File: config.mk
export PLATFORM = sky130hd
export DESIGN_NAME = taxi_trip_ctrl
export DESIGN_NICKNAME = d
export VERILOG_FILES = /design/src/rtl/taxi_trip_ctrl.sv
export SDC_FILE = /design/constraint.sdc
export NUM_CORES = 1
export LEC_CHECK = 0
export BUFFER_PORTS_ARGS = -buffer_cell sky130_fd_sc_hd__buf_2
export CAP_MARGIN = 20
export CELL_PAD_IN_SITES_DETAIL_PLACEMENT = 1
export CELL_PAD_IN_SITES_GLOBAL_PLACEMENT = 1
export CORE_MARGIN = 3
export CORE_UTILIZATION = 37
export CTS_CLUSTER_SIZE = 16
export DETAILED_ROUTE_END_ITERATION = 8
export PLACE_DENSITY = 0.68
export SLEW_MARGIN = 0
export SYNTH_ARGS = -nofsm -noshare
export SYNTH_HDL_FRONTEND = slang
export SYNTH_SLANG_ARGS = --single-unit
File: constraint.sdc
create_clock -name sys_clk -period 4.8 [get_ports sys_clk]
set_clock_uncertainty 0.1 [all_clocks]
set_input_delay 0 -clock sys_clk [delete_from_list [all_inputs] [get_ports sys_clk]]
set_output_delay 0 -clock sys_clk [all_outputs]
set_load 0.005 [all_outputs]
File: src/rtl/taxi_trip_ctrl.sv
`default_nettype none
// ============================================================================
//  Module   : taxi_trip_ctrl
//  Brief    : Taximeter trip sequencer. Runs the IDLE/RUN/WAIT/HALT trip FSM
//             and accumulates the saturating fare, distance and wait minutes.
//  Revision : 1.0  initial release
// ============================================================================
module taxi_trip_ctrl #(
    parameter logic [15:0] BASE_FARE  = 16'd100,
    parameter logic [15:0] BASE_DIST  = 16'd30,
    parameter logic [15:0] UNIT_FARE  = 16'd2,
    parameter logic [15:0] IDLE_SECS  = 16'd10,
    parameter logic [15:0] WAIT_COUNT = 16'd5,
    parameter logic [15:0] WAIT_FARE  = 16'd10,
    parameter logic [15:0] FARE_MAX   = 16'd9999
) (
    input  logic        sys_clk,
    input  logic        rst_n,
    input  logic        start_key,
    input  logic        stop_key,
    input  logic        dist_pulse,
    input  logic        sec_tick,
    output logic [1:0]  state,
    output logic [15:0] fare,
    output logic [15:0] distance,
    output logic [15:0] wait_min,
    output logic        wait_fare_pulse
);

    typedef enum logic [1:0] {
        S_IDLE = 2'b00,
        S_RUN  = 2'b01,
        S_WAIT = 2'b10,
        S_HALT = 2'b11
    } state_t;

    state_t      state_q;
    logic [15:0] fare_q;
    logic [15:0] distance_q;
    logic [15:0] wait_min_q;
    logic        pulse_q;
    logic [15:0] idle_sec_q;
    logic [5:0]  sec_cnt_q;
    logic [15:0] wait_sub_q;

    logic [15:0] dist_inc_d;
    logic [15:0] fare_dist_d;
    logic [15:0] wait_min_inc_d;
    logic [15:0] fare_wait_d;
    logic        start_trip_d;

    function automatic logic [15:0] sat_add(input logic [15:0] a, input logic [15:0] b);
        logic [16:0] s;
        s = {1'b0, a} + {1'b0, b};
        return (s > {1'b0, FARE_MAX}) ? FARE_MAX : s[15:0];
    endfunction

    assign dist_inc_d     = sat_add(distance_q, 16'd1);
    assign fare_dist_d    = (dist_inc_d > BASE_DIST) ? sat_add(fare_q, UNIT_FARE) : fare_q;
    assign wait_min_inc_d = sat_add(wait_min_q, 16'd1);
    assign fare_wait_d    = sat_add(fare_q, WAIT_FARE);
    // A trip may only be (re)started from IDLE or HALT, and stop always wins.
    assign start_trip_d   = start_key && !stop_key &&
                            ((state_q == S_IDLE) || (state_q == S_HALT));

    always_ff @(posedge sys_clk or negedge rst_n) begin
        if (!rst_n) begin
            state_q    <= S_IDLE;
            fare_q     <= 16'd0;
            distance_q <= 16'd0;
            wait_min_q <= 16'd0;
            pulse_q    <= 1'b0;
            idle_sec_q <= 16'd0;
            sec_cnt_q  <= 6'd0;
            wait_sub_q <= 16'd0;
        end else begin
            pulse_q <= 1'b0;
            if (start_trip_d) begin
                state_q    <= S_RUN;
                fare_q     <= BASE_FARE;
                distance_q <= 16'd0;
                wait_min_q <= 16'd0;
                idle_sec_q <= 16'd0;
                sec_cnt_q  <= 6'd0;
                wait_sub_q <= 16'd0;
            end else begin
                case (state_q)
                    S_RUN: begin
                        if (stop_key) begin
                            state_q <= S_HALT;
                        end else if (dist_pulse) begin
                            distance_q <= dist_inc_d;
                            fare_q     <= fare_dist_d;
                            idle_sec_q <= 16'd0;
                        end else if (sec_tick) begin
                            if (idle_sec_q == IDLE_SECS - 16'd1) begin
                                state_q    <= S_WAIT;
                                idle_sec_q <= 16'd0;
                                sec_cnt_q  <= 6'd0;
                            end else begin
                                idle_sec_q <= idle_sec_q + 16'd1;
                            end
                        end
                    end
                    S_WAIT: begin
                        if (stop_key) begin
                            state_q <= S_HALT;
                        end else if (dist_pulse) begin
                            // Partial minute is discarded; wait_sub carries over.
                            state_q    <= S_RUN;
                            distance_q <= dist_inc_d;
                            fare_q     <= fare_dist_d;
                            idle_sec_q <= 16'd0;
                            sec_cnt_q  <= 6'd0;
                        end else if (sec_tick) begin
                            if (sec_cnt_q == 6'd59) begin
                                sec_cnt_q  <= 6'd0;
                                wait_min_q <= wait_min_inc_d;
                                if (wait_sub_q == WAIT_COUNT - 16'd1) begin
                                    wait_sub_q <= 16'd0;
                                    fare_q     <= fare_wait_d;
                                    pulse_q    <= 1'b1;
                                end else begin
                                    wait_sub_q <= wait_sub_q + 16'd1;
                                end
                            end else begin
                                sec_cnt_q <= sec_cnt_q + 6'd1;
                            end
                        end
                    end
                    S_HALT: begin
                        if (stop_key) begin
                            state_q    <= S_IDLE;
                            fare_q     <= 16'd0;
                            distance_q <= 16'd0;
                            wait_min_q <= 16'd0;
                            idle_sec_q <= 16'd0;
                            sec_cnt_q  <= 6'd0;
                            wait_sub_q <= 16'd0;
                        end
                    end
                    default: begin
                        state_q <= S_IDLE;
                    end
                endcase
            end
        end
    end

    assign state           = state_q;
    assign fare            = fare_q;
    assign distance        = distance_q;
    assign wait_min        = wait_min_q;
    assign wait_fare_pulse = pulse_q;

endmodule
`default_nettype wire

==> results.py <==
metrics = {
    "finish": {
        "num-nets-final": 884,
        "fin_cells": 1091,
        "multi_input_area_mm2": 0.00413,
        "antenna_cells": 0,
        "regArea_mm2": 0.00223,
        "fin_util_pct": 42.1,
        "drive_gt1_share_pct": 11.5,
        "nFillCells": 2158,
        "area_growth_pct": 10.1,
    },
    "clock_tree": {
        "cts_buffers": 9,
        "cts.sinks": 89,
        "cts_tree": "yes",
        "clock_path_buffers": 2,
        "root_buffer": "clkbuf_16",
        "clkTransAtPathRegs_ns": 0.06,
        "clk_latency_ns": 0.35,
        "post_cts_buffers": 0,
        "htreeDepth": 3,
        "cts-resized-gates": 0,
    },
    "power": {
        "power_frac_seq_pct": 35.7,
        "pwr-share-comb_pct": 40.2,
        "switchingPower_mw": 1.22,
        "sw_frac_of_total_pct": 42.3,
        "cellPowerDensity_mw_per_mm2": 390,
        "intPower_mw": 1.66,
        "p_leak_nw": 3.17,
        "peakVddDrop_v": 0.000199,
        "p_clk_share_pct": 24.2,
    },
    "sta": {
        "setup_tns_ns": 0,
        "hold_violations": 0,
        "worstMarginPinSlew_ns": 0.836,
        "drv_slew": 0,
        "setup_viol_count_final": 0,
        "min_period_ns": 3.97,
        "holdWs_ns": 0.0307,
        "period_share_pct": 82.6,
        "slew_headroom_pct": 44.1,
        "grt_setup_unrepaired": "false",
        "fmax_mhz": 252,
    },
    "critical_path": {
        "startpoint_type": "flip-flop",
        "r2r_cells": 10,
        "crit_fanout": 14,
        "critPathLaunch": "fare[2]",
        "setup.worst_path.end": "fare[4]",
        "r2r_end": "fare[4]",
        "r2r-start": "fare[2]",
        "crit_path_end_kind": "flip-flop",
        "r2r_slack_ns": 0.83,
        "cp.required_ns": 4.97,
        "criticalPathCategory": "reg -> reg",
        "cp.arrival_ns": 4.14,
    },
    "min_path": {
        "hold_class": "in -> async",
    },
    "floorplan": {
        "initial_core_util_pct": 38.2,
        "core_area_mm2": 0.0175,
        "dieArea_mm2": 0.0198,
        "die_h_um": 141,
        "die_w_um": 141,
        "rows": 48,
        "ios": 57,
    },
    "synthesis": {
        "synthArstFlopShare_pct": 100,
        "synthCells": 842,
        "synth-xor-area-share_pct": 4.70,
        "synth-seq-cells": 89,
        "synth_compound_area_share_pct": 23.6,
        "synth_top_area_share_pct": 33.2,
        "synth_area_leader_cell": "dfrtp_1",
        "syn_area_per_cell_um2": 7.96,
        "syn-num-nets": 863,
        "synthFlopType": "dfrtp_1",
        "synth.area.mux_share_pct": 0.933,
        "synthAdderAreaFrac_pct": 2.80,
        "synth_edf_count": 0,
        "ys_warn_count": 0,
        "syn_area_mm2": 0.00670,
        "synth_top_family_by_area": "simple AND/OR/NAND/NOR gates",
        "seq_area_frac_synth_pct": 33.2,
        "synth_cell_types": 84,
        "yosys.area_share.simple_pct": 29.5,
        "yosys-top-cells-area": "dfrtp_1, o21ai_0, nand2_1",
    },
    "placement": {
        "io_buffers": 56,
        "hpwl_um": 15100,
        "place_congestion": 0.873,
        "place_inst": 1074,
    },
    "status": {
        "status": "completed",
    },
    "drt": {
        "wl_per_cell_um": 19.2,
        "first_iter_violations": 392,
        "drtPass1Iterations": 4,
        "drc": 0,
        "avgViaCountPerCell": 5.96,
        "drt_wl_total_um": 20900,
        "antenna_left": 0,
        "vias": 6504,
    },
    "global_route": {
        "track_usage_pct": 21.6,
        "grt_overflow_total": 0,
        "grt_pass1_vias": 6689,
        "grt_pass1_wl_um": 35600,
        "grt_max_degree": 61,
        "antenna_found_initial": 0,
    },
    "flow_run": {
        "cap_violations": 0,
    },
}
-- synth_stat cells, types with 14 or more instances --
master,number
dfrtp_1,89
o21ai_0,86
nand2_1,81
nor2_1,77
a21oi_1,41
nand3_1,39
clkbuf_1,28
nand4_1,28
nor3_1,25
buf_2,23
inv_1,23
and3_1,21
nor4_1,19
xnor2_1,18
xor2_1,18
ha_1,15
and2_1,14
nor2b_1,14
-- placed cells by master, fill, tap and decap left out, types with 21 or more instances in the layout --
master,count
dfrtp_1,89
o21ai_0,86
nand2_1,81
nor2_1,77
buf_2,55
a21oi_1,41
nand3_1,39
nand4_1,28
nor3_1,25
inv_1,23
and3_1,21
-- power groups by stage --
stage	clock (mW)	combinational (mW)	sequential [mW]
global route	0.756	1.29	1.05
global placement	0	1.11	1.03
detailed placement	0	1.15	1.04
CTS	0.721	1.16	1.03
floorplan	0	0.866	0.940
finish	0.696	1.16	1.03
-- logic make-up after synthesis --
logic type / count (synthesis)
adders and majority gates: 15
xor gates and xnor gates: 36
AOI/OAI and AO/OA: 242
DFF: 89
and+or+nand+nor: 373
muxes: 6
buffers and inverters: 81
-- critical path, cell delays in order, from the launching register on --
cell,delay [ns]
dfrtp_1,0.63
ha_1,0.56
o2111ai_1,0.29
nor3_1,0.43
xnor2_1,0.24
a2111oi_2,0.09
nor3_2,0.36
nand2_1,0.34
nor3b_1,0.53
a22oi_1,0.17
mux2i_1,0.14
-- layer usage --
metal	wire (um)	share of wire [%]	GRT usage, %
met1	9990	48	29.7
met2	10100	48	36.1
met3	678	3.2	2.88
met4	176	0.84	5.05
met5	0	0	0
-- through the flow --
| step | instance area [um2] | setup slack (ns) | power (mW) |
|---|---|---|---|
| global route | 7380 | 0.537 | 3.10 |
| CTS | 7380 | 0.873 | 2.91 |
| detailed placement | 7070 | 0.893 | 2.19 |
| global placement | 7070 | 0.981 | 2.15 |
| floorplan | 6700 | 1.79 | 1.81 |
| finish | 7380 | 0.834 | 2.88 |
-- layout make-up --
cell class,instances,area share [%]
Inverter,23,1.17
Timing Repair Buffer,68,5.15
Sequential cell,89,30.2
Tap cell,225,3.81
Clock inverter,3,0.593
Clock buffer,11,3.15
Multi-Input combinational cell,672,55.9
-- worst min path at each step --
stage	startpoint	cells past startpoint	endpoint	slack, ns
4_1_cts	rst_n	2	fare[1]	0.04
3_5_place_dp	rst_n	1	fare[1]	-0.13
2_1_floorplan	rst_n	0	distance[0]	-0.40
6_report	rst_n	2	fare[1]	0.03
3_3_place_gp	rst_n	1	fare[1]	-0.13
5_1_grt	rst_n	2	fare[15]	0.07
-- registers in the layout (all words and copies together), names as in the netlist --
register and flops:
wait_fare_pulse 1, wait_sub_q 16, state 2, distance 16, wait_min 16, sec_cnt_q 6
idle_sec_q 16, fare 16
-- timing repair --
action,CTS,global route
endpoints found under the setup margin,0,0
hold buffers,3,0
endpoints found under the hold margin,30,0
(Power assumes the default switching activity.)
